`config.mk`:
```
export PLATFORM = sky130hd
export DESIGN_NAME = guess_entry_tx
export DESIGN_NICKNAME = d
export VERILOG_FILES = /design/src/rtl/guess_entry_tx.sv
export SDC_FILE = /design/constraint.sdc
export NUM_CORES = 1
export LEC_CHECK = 0
export ABC_AREA = 1
export BUFFER_PORTS_ARGS = -buffer_cell sky130_fd_sc_hd__buf_2
export CAP_MARGIN = 30
export CORE_MARGIN = 2
export CORE_UTILIZATION = 50
export DETAILED_ROUTE_END_ITERATION = 8
export PLACE_DENSITY = 0.81
export SLEW_MARGIN = 20
export SYNTH_ARGS = -nofsm -noshare
export SYNTH_HDL_FRONTEND = slang
export SYNTH_SLANG_ARGS = --single-unit
```
`constraint.sdc`:
```
create_clock -name clk -period 2.2 [get_ports clk]
set_input_delay 0 -clock clk [delete_from_list [all_inputs] [get_ports clk]]
set_output_delay 0 -clock clk [all_outputs]
set_load 0.05 [all_outputs]
```
`src/rtl/guess_entry_tx.sv`:
```
// guess_entry_tx: pushbutton front end for the guessing game.
// Synchronizes and debounces three raw buttons, edits a 4-digit BCD guess under a
// one-hot cursor, and offers the finished guess to the game core over valid/ack.
// Optional build macro AUTO_REPEAT_EN adds auto-repeat increments while iter is held.
module guess_entry_tx #(
    parameter int unsigned DB_CYCLES     = 50000,
    parameter int unsigned DB_W          = 16,
    parameter int unsigned REPEAT_CYCLES = 25000000
) (
    input  logic        clk,
    input  logic        Reset,
    input  logic        btn_iter_i,
    input  logic        btn_next_i,
    input  logic        btn_submit_i,
    input  logic        guess_ack_i,
    output logic        guess_valid_o,
    output logic [15:0] guess_o,
    output logic [3:0]  cursor_o,
    output logic        busy_o
);

    localparam int unsigned BtnIter   = 0;
    localparam int unsigned BtnNext   = 1;
    localparam int unsigned BtnSubmit = 2;
    localparam logic [DB_W-1:0] DbLast = DB_W'(DB_CYCLES - 1);

    typedef enum logic {StEdit, StHold} state_e;

    logic [2:0]      btn_raw;
    logic [2:0]      sync1_q, sync2_q;
    logic [2:0]      db_q, db_d, db_prev_q;
    logic [DB_W-1:0] cnt_q [3];
    logic [DB_W-1:0] cnt_d [3];
    logic            p_iter, p_next, p_submit;
    logic            inc;
    state_e          state_q, state_d;
    logic [15:0]     guess_q, guess_d;
    logic [3:0]      cursor_q, cursor_d;

    assign btn_raw = {btn_submit_i, btn_next_i, btn_iter_i};

    // Two-flop synchronizer for all raw buttons.
    always_ff @(posedge clk or posedge Reset) begin
        if (Reset) begin
            sync1_q <= '0;
            sync2_q <= '0;
        end else begin
            sync1_q <= btn_raw;
            sync2_q <= sync1_q;
        end
    end

    // Debounce: flip the level only after DB_CYCLES consecutive differing samples.
    always_comb begin
        for (int i = 0; i < 3; i++) begin
            db_d[i]  = db_q[i];
            cnt_d[i] = '0;
            if (sync2_q[i] != db_q[i]) begin
                if (cnt_q[i] == DbLast) begin
                    db_d[i] = ~db_q[i];
                end else begin
                    cnt_d[i] = cnt_q[i] + 1'b1;
                end
            end
        end
    end

    // Debounced levels, their previous values and counters.
    always_ff @(posedge clk or posedge Reset) begin
        if (Reset) begin
            db_q      <= '0;
            db_prev_q <= '0;
            for (int i = 0; i < 3; i++) begin
                cnt_q[i] <= '0;
            end
        end else begin
            db_q      <= db_d;
            db_prev_q <= db_q;
            for (int i = 0; i < 3; i++) begin
                cnt_q[i] <= cnt_d[i];
            end
        end
    end

    assign p_iter   = db_q[BtnIter] & ~db_prev_q[BtnIter];
    assign p_next   = db_q[BtnNext] & ~db_prev_q[BtnNext];
    assign p_submit = db_q[BtnSubmit] & ~db_prev_q[BtnSubmit];

`ifdef AUTO_REPEAT_EN
    localparam int unsigned RptW = $clog2(REPEAT_CYCLES) + 1;
    localparam logic [RptW-1:0] RptLast = RptW'(REPEAT_CYCLES - 1);

    logic [RptW-1:0] rpt_cnt_q, rpt_cnt_d;
    logic            rpt_fire;

    assign rpt_fire = (state_q == StEdit) && db_q[BtnIter] && (rpt_cnt_q == RptLast);

    // Repeat counter runs only while iter is held in EDIT; submit clears it.
    always_comb begin
        rpt_cnt_d = '0;
        if ((state_q == StEdit) && db_q[BtnIter] && !p_submit && !rpt_fire) begin
            rpt_cnt_d = rpt_cnt_q + 1'b1;
        end
    end

    // Repeat counter register.
    always_ff @(posedge clk or posedge Reset) begin
        if (Reset) begin
            rpt_cnt_q <= '0;
        end else begin
            rpt_cnt_q <= rpt_cnt_d;
        end
    end

    assign inc = p_iter | rpt_fire;
`else
    assign inc = p_iter;
`endif

    // FSM state register.
    always_ff @(posedge clk or posedge Reset) begin
        if (Reset) begin
            state_q <= StEdit;
        end else begin
            state_q <= state_d;
        end
    end

    // FSM next state: submit enters HOLD, ack returns to EDIT.
    always_comb begin
        state_d = state_q;
        unique case (state_q)
            StEdit: if (p_submit) state_d = StHold;
            StHold: if (guess_ack_i) state_d = StEdit;
            default: state_d = StEdit;
        endcase
    end

    // FSM outputs: the guess is offered for exactly as long as we hold.
    always_comb begin
        guess_valid_o = (state_q == StHold);
        busy_o        = (state_q == StHold);
    end

    // Guess/cursor next state; submit outranks editing, HOLD freezes everything.
    always_comb begin
        guess_d  = guess_q;
        cursor_d = cursor_q;
        if (state_q == StEdit) begin
            if (!p_submit) begin
                if (inc) begin
                    for (int i = 0; i < 4; i++) begin
                        if (cursor_q[i]) begin
                            guess_d[4*i +: 4] = (guess_q[4*i +: 4] >= 4'd9) ? 4'd0
                                                : guess_q[4*i +: 4] + 4'd1;
                        end
                    end
                end
                if (p_next) begin
                    cursor_d = {cursor_q[2:0], cursor_q[3]};
                end
            end
        end else if (guess_ack_i) begin
            guess_d  = '0;
            cursor_d = 4'b0001;
        end
    end

    // Guess and cursor registers.
    always_ff @(posedge clk or posedge Reset) begin
        if (Reset) begin
            guess_q  <= '0;
            cursor_q <= 4'b0001;
        end else begin
            guess_q  <= guess_d;
            cursor_q <= cursor_d;
        end
    end

    assign guess_o  = guess_q;
    assign cursor_o = cursor_q;

endmodule
```
==> summary.md, run 1 <==
| Metric | Value |
|---|---|
| Main combinational cell family by area after synthesis | `simple AND/OR/NAND/NOR gates` |
| Number of synthesized flops with an enable pin | `0` |
| Pre-antenna DRT Iters | `6` |
| Worst-margin pin slew | `0.567 ns` |
| Site Rows | `33` |
| RSZ-0062 raised after global routing | `no` |
| Share of the synthesized area in the top cell type | `47.0%` |
| Worst endpoint required time | `2.44 ns` |
| Worst R2R Path Depth | `6` |
| Period utilisation layout | `70.6%` |
| Crit path cell chain | `ha_1, nand3_1, nor3_2, nand2_1, nand2_2, nor2_1` |
| Vias in the first global route | `3307` |
| DR DRC count | `0` |
| Buf/Inv on CP | `0` |
| TNS Setup | `0 ns` |
| End of the worst register-to-register path | `cnt_q[40]` |
| Synth top cells by count | `106 x nor2_1, 92 x nand2_1, 80 x dfrtp_1, 63 x inv_1, 54 x nand3_1` |
| Drt via density | `5.24` |
| Post-Synth Simple-Gate Area | `29.2%` |
| Post-synthesis cell area | `4260 sq um` |
| FMAX | `644 MHz` |
| Ports | `28` |
| R2R Setup Slk | `0.65 ns` |
| Final Slew Violations | `0` |
| Status | `finished, final reports clean` |
| Total number of vias | `3544` |
| Max-cap violation count | `0` |
| Area contributors post-synth | `dfrtp_1 47%, nor2_1 9.3%, nand2_1 8.1%` |
| Drt wl/cell | `12.3 um` |
| Worst path arrival time | `1.79 ns` |
| Slew HR | `62.0%` |
| Ys async rst share | `100%` |
| Clk_lat worst skew | `0.35 ns` |
| CP endpoint kind | `flip-flop` |
| Chip width | `96.3 um` |
| Clock Sinks | `81` |
| Synth Area in XOR/XNOR | `5.94%` |
| RePlAce Congestion | `0.912` |
| Root Buffer | `clkbuf_8` |
| Die ar. | `9270 sq um` |
| H-tree depth | `3` |
| Crit Path Class | `flip-flop to flip-flop` |
| Avg Cell Area, Syn | `8.14 sq um` |
| Synth Area in Compound Gates | `6.67%` |
| Gate family responsible for the most delay along the worst path | `simple AND/OR/NAND/NOR gates` |
| Synthesis Warnings | `0` |
| Initial antenna violation count | `0` |
| Largest net degree at the start of global routing | `37` |
| Cells after Synth | `523` |
| Min Tclk post-route | `1.55 ns` |
| Pwr/cell area | `857 nW/um^2` |
| DR iter-0 viols | `181` |
| Worst hold path type | `input pin to async pin` |
| Worst Setup Start Kind | `flip-flop` |
| Grt ovf | `0` |
| Unique masters post-synth | `30` |
| Post-DP HPWL | `6190 um` |
| Layout cells sized above 1 | `11.0%` |
| Multiplexer share of the synthesized area | `0%` |
| Slowest-stage cell, CP | `dfrtp_1` |
| Synth Area in Adders | `4.41%` |
| CTS Buf Count | `9` |
| Maximum VDD drop | `0.000351 V` |
| CTS tree | `built` |
| All-Layer GR Usage | `19.5%` |
| Area growth, synth to finish | `12.1%` |
| Slowest Stage Delay on Critical Path | `0.39 ns` |
| Ys flop type | `dfrtp_1` |
| Die Y | `96.3 um` |
| Placeable Area | `8220 sq um` |
| Leakage power total | `2.35 nW` |
| First-pass GRT wire length | `14200 um` |
| Most frequent cell after synthesis | `nor2_1` |
| Syn Nets | `544` |
| Clock slew at reported path FFs | `0.08 ns` |
| Final hold vios | `0` |
| RR Startpoint | `cnt_q[32]` |
| IO Port Bufs | `27` |
| Initial Util | `51.8%` |
| Final net count | `587` |
| Post-CTS Setup Inserts | `0` |
| Top fanout value on the critical path | `6` |
| Final Skew | `0.00664 ns` |
| Setup Viol. Count Final | `0` |
| # diodes | `0` |
| Clock buffer depth | `2` |
| Remaining antenna violation count | `0` |
| #FFs+latches synth | `81` |
| Synth area leader | `dfrtp_1` |
| Finished Core Util | `58.1%` |
| WL final | `8290 um` |
| Post-synthesis sequential area ratio | `47.6%` |
==> metal layers <==
layer / part of all wire (%) / GRT usage, %
met1: 45 / 25.3
met2: 48 / 32.0
met3: 5.6 / 4.31
met4: 0.98 / 7.14
met5: 0 / 0
==> area by class of cell <==
class                      count  area (sq um)
fill                         724          3450
sequential                    81          2030
multi-input combinational    376          1970
inverter                      64           244
timing repair buffer          34           213
clock buffer                  11           131
tap                          105           131
clock inverter                 5          56.3
==> sequential cells by signal, indices dropped and copies added (netlist names) <==
name / cells
guess_o: 16
db_prev_q: 3
cnt_q: 48
sync2_q: 3
cursor_o: 4
busy_o: 1
db_q: 3
sync1_q: 3
==> how the worst max path moves through the flow <==
stage / cells after the start / slack, ns / to / start
after global placement: 6 / 0.76 / cnt_q[24] / cnt_q[16]
after CTS: 6 / 0.66 / cnt_q[40] / cnt_q[32]
after detailed placement: 6 / 0.68 / cnt_q[40] / cnt_q[32]
final: 6 / 0.65 / cnt_q[40] / cnt_q[32]
after global routing: 5 / 0.47 / guess_o[9] / busy_o
after floorplan: 1 / 0.12 / busy_o / Reset
==> where the power goes <==
group	total (mW)	internal, mW	switching [mW]
clock	1.06	0.524	0.535
combinational	1.18	0.312	0.871
sequential	1.85	1.66	0.190
==> worst register-to-register path, stage by stage (launching register included) <==
cell	delay [ns]
dfrtp_1	0.39
ha_1	0.25
nand3_1	0.19
nor3_2	0.19
nand2_1	0.19
nand2_2	0.17
nor2_1	0.07
==> stage by stage <==
stage	power, mW	cell area [sq um]	instances	worst slack [ns]	hold WS (ns)
floorplan	2.77	4260	523	0.122	0.0314
global placement	3.01	4530	655	0.764	0.0377
finish	4.09	4770	676	0.647	0.203
CTS	4.12	4770	676	0.664	0.209
global route	4.32	4770	676	0.466	0.233
detailed placement	3.06	4530	655	0.682	0.0435
==> timing repair <==
action,4_1_cts,5_1_grt
resized for setup,0,0
endpoints found under the hold margin,30,0
hold buffers,5,0
==> layout by cell type (no fill, tap or decap), types with 2 or more instances in the layout <==
master         Yosys  final
clkbuf_1           0      2
a21o_1             2      2
nand4_1           11     11
a21oi_1           13     13
o21ai_0           20     20
buf_2              0     27
clkinv_2           0      3
nor3b_1            2      2
inv_1             63     62
clkbuf_8           0      9
nand3b_1           2      2
nor2_1           106    106
dfrtp_1           80     80
a31oi_1            6      6
xnor2_1            7      7
o21bai_1           3      3
nor2_2             5      5
nand2_2            3      3
nand2_1           92     92
xor2_1            20     20
nand3_1           54     54
dlygate4sd3_1      0      5
nor3_2             4      4
ha_1              15     15
o21ai_1            5      5
==> cell families (layout without fill, tap and decap cells) <==
| family | Yosys count | after routing |
|---|---|---|
| AOI/OAI and AO/OA | 50 | 50 |
| DFF | 81 | 81 |
| buffers and inverters | 66 | 114 |
| and+or+nand+nor | 283 | 283 |
| xor gates and xnor gates | 28 | 28 |
| adders and majority gates | 15 | 15 |
Note: power is estimated with default switching activity, not from simulation.
==> inputs of run 2 (changes only) <==
ABC_AREA = 0   (was 1)
PLACE_DENSITY = 0.79   (was 0.81)
clock period = 1.5 ns   (was 2.2 ns; I/O delays follow)
==> run 2 against run 1 <==
The flow now finishes with violations (negative setup slack). Clock power rose by 50%. Clock skew rose by 0.0050 ns. Worst hold slack improved by 0.023 ns. Largest power group unchanged.
==> summary.md, run 2 <==
| Metric | Value |
|---|---|
| Most frequent cells in the layout | `67 x dfrtp_1, 53 x nor2_1, 40 x xnor2_1, 40 x buf_4, 27 x buf_2` |
| Site Rows | `32` |
| Final Slew Violations | `0` |
| Slowest-stage cell, CP | `or4_4` |
| Top fanout value on the critical path | `3` |
| Grt ovf | `0` |
| Filler Cell Count | `559` |
| All-Layer GR Usage | `18.3%` |
| Final hold vios | `0` |
| R2R Setup Slk | `-0.15 ns` |
| Avg Cell Area, Syn | `10.4 sq um` |
| Largest net degree at the start of global routing | `50` |
| DR DRC count | `0` |
| Buf/Inv on CP | `0` |
| #FFs+latches synth | `81` |
| RSZ-0062 raised after global routing | `yes` |
| Leakage power total | `2.17 nW` |
| Cells after Synth | `376` |
| Final setup margin | `-0.148 ns` |
| Drt wl/cell | `13.8 um` |
| Total number of vias | `2929` |
| CTS Buf Count | `9` |
| Worst hold path type | `input pin to async pin` |
| Reg with most FFs | `cnt_q` |
| End of the worst register-to-register path | `db_q[2]` |
| Final Skew | `0.0117 ns` |
| WL final | `7760 um` |
| IO Port Bufs | `27` |
| Remaining antenna violation count | `0` |
| DR iter-0 viols | `112` |
| Worst path arrival time | `1.88 ns` |
| Status | `finished, violations left` |
| Layout cells sized above 1 | `32.5%` |
| Most frequent cell after synthesis | `dfrtp_1` |
| Crit Path Class | `flip-flop to flip-flop` |
| RR Startpoint | `cnt_q[0]` |
| Failing checks | `negative setup slack` |
| Die Y | `92.4 um` |
| Initial Util | `51.1%` |
| Synth area leader | `dfrtp_1` |
| Finished Core Util | `65.2%` |
| Area growth, synth to finish | `27.6%` |
| Root Buffer | `clkbuf_8` |
| Clock slew at reported path FFs | `0.09 ns` |
| H-tree depth | `3` |
| Worst endpoint required time | `1.73 ns` |
| Unique masters post-synth | `41` |
| Most common cell after layout, fill and taps aside | `dfrtp_1` |
| CP endpoint kind | `flip-flop` |
| Syn Nets | `397` |
| Clock Sinks | `81` |
| RePlAce Congestion | `0.800` |
| Worst R2R Path Depth | `4` |
| Clock buffer depth | `2` |
| Pre-antenna DRT Iters | `4` |
| Worst-margin pin slew | `0.519 ns` |
| Pwr/cell area | `891 nW/um^2` |
| Synth top cells by count | `80 x dfrtp_1, 54 x nor2_1, 40 x xnor2_1, 30 x inv_1, 23 x nand3_1` |
| Area contributors post-synth | `dfrtp_1 51%, xnor2_1 9.0%, nor2_1 5.2%` |
| Clk_lat worst skew | `0.35 ns` |
| First-pass GRT wire length | `12500 um` |
| Final net count | `475` |
| Slowest Stage Delay on Critical Path | `0.54 ns` |
| CTS tree | `built` |
| # diodes | `0` |
| Max-cap violation count | `0` |
| Chip width | `92.4 um` |
| Number of synthesized flops with an enable pin | `0` |
| Maximum VDD drop | `0.000416 V` |
| Ports | `28` |
| Synthesis Warnings | `0` |
| Ys flop type | `dfrtp_1` |
| Gate family responsible for the most delay along the worst path | `simple AND/OR/NAND/NOR gates` |
| FMAX | `607 MHz` |
| Vias in the first global route | `2803` |
| Final Hold Slack | `0.226 ns` |
| Post-DP HPWL | `5160 um` |
| Drt via density | `5.22` |
| Initial antenna violation count | `0` |
| Crit path cell chain | `ha_2, nand4_1, or4_4, mux2_4` |
| Share of the synthesized area in the top cell type | `51.2%` |
| Post-synthesis sequential area ratio | `51.9%` |
| Placeable Area | `7650 sq um` |
| Number of flip-flops under the largest register name | `48` |
| Ys async rst share | `100%` |
| Worst Setup Start Kind | `flip-flop` |
| Post-synthesis cell area | `3910 sq um` |
| Die ar. | `8540 sq um` |
| Slew HR | `65.4%` |
| Min Tclk post-route | `1.65 ns` |
| Setup Viol. Count Final | `17` |
| Period utilisation layout | `110%` |
[run 2: changes by cell type in the layout (fill, tap and decap cells not counted), sizes merged, moves of 19 or more]
| cell | change |
|---|---|
| inv | -33 |
| nand2 | -79 |
| o21ai | -19 |
| buf | +39 |
| nor2 | -57 |
| nand3 | -31 |
| xnor2 | +33 |
[run 2: report_power, final]
part	switching, mW	internal, mW
registers	0.0886	2.25
logic	0.326	0.181
clock network	0.819	0.776
[run 2: metrics by stage]
stage               area [sq um]  worst slack [ns]  power, mW  std cells  setup TNS [ns]
finish                      4990            -0.148       4.44        561           -1.44
global route                4990            -0.168       4.64        561           -2.81
CTS                         4730            -0.142       4.44        553           -1.39
detailed placement          4460            -0.204       2.83        529           -2.35
global placement            4460            -0.170       2.80        529           -1.58
floorplan                   4020            -0.191       2.70        376           -2.41
[run 2: metal layers]
| layer | up-vias | GRT usage [%] | share of wire, % |
|---|---|---|---|
| met5 | - | 0 | 0 |
| met4 | 0 | 6.97 | 1.4 |
| met3 | 9 | 2.93 | 3.1 |
| met2 | 53 | 30.5 | 49 |
| met1 | 1424 | 24.1 | 46 |
| li1 | 1443 | - | - |
[run 2: worst reg2reg max path, delay by kind of cell, from the launching register on]
kind	cells	cell delay [ns]
fa+ha+maj	1	0.19
simple gates	2	0.66
mux	1	0.31
flops	1	0.37
[run 2: worst max-delay path by stage]
stage                          from  endpoint  slack [ns]  depth (start not counted)
final                      cnt_q[0]   db_q[2]       -0.15                          4
after global routing       cnt_q[7]   db_q[2]       -0.17                          3
after CTS                  cnt_q[7]   db_q[2]       -0.14                          3
after detailed placement  cnt_q[10]   db_q[2]       -0.20                          3
after global placement    cnt_q[10]   db_q[2]       -0.17                          3
after floorplan           cnt_q[11]   db_q[2]       -0.19                          3
[run 2: area by class of cell]
cell class	count	area, sq um	area share [%]
timing repair buffer	73	505	10.1
tap	102	128	2.56
clock buffer	10	128	2.56
inverter	30	116	2.33
sequential	81	2040	41.0
multi-input combinational	259	2000	40.1
clock inverter	6	67.6	1.35
[run 2: what timing repair did]
action / CTS / global route
gates cloned: 0 / 0
hold endpoints to repair: 24 / 0
setup buffers: 3 / 8
pin swaps: 3 / 22
setup endpoints to repair: 17 / 53
hold buffers: 5 / 0
resized for setup: 1 / 38
[run 2: cell families (layout without fill, tap and decap cells)]
| logic type | count (synthesis) | count (layout) | share of synthesized area, % |
|---|---|---|---|
| muxes | 10 | 10 | 2.85 |
| AOI/OAI and AO/OA | 27 | 27 | 4.67 |
| buffers and inverters | 36 | 119 | 3.74 |
| DFF | 81 | 81 | 51.9 |
| xor gates and xnor gates | 49 | 49 | 11.0 |
| adders and majority gates | 15 | 15 | 4.80 |
| and+or+nand+nor | 158 | 158 | 21.1 |
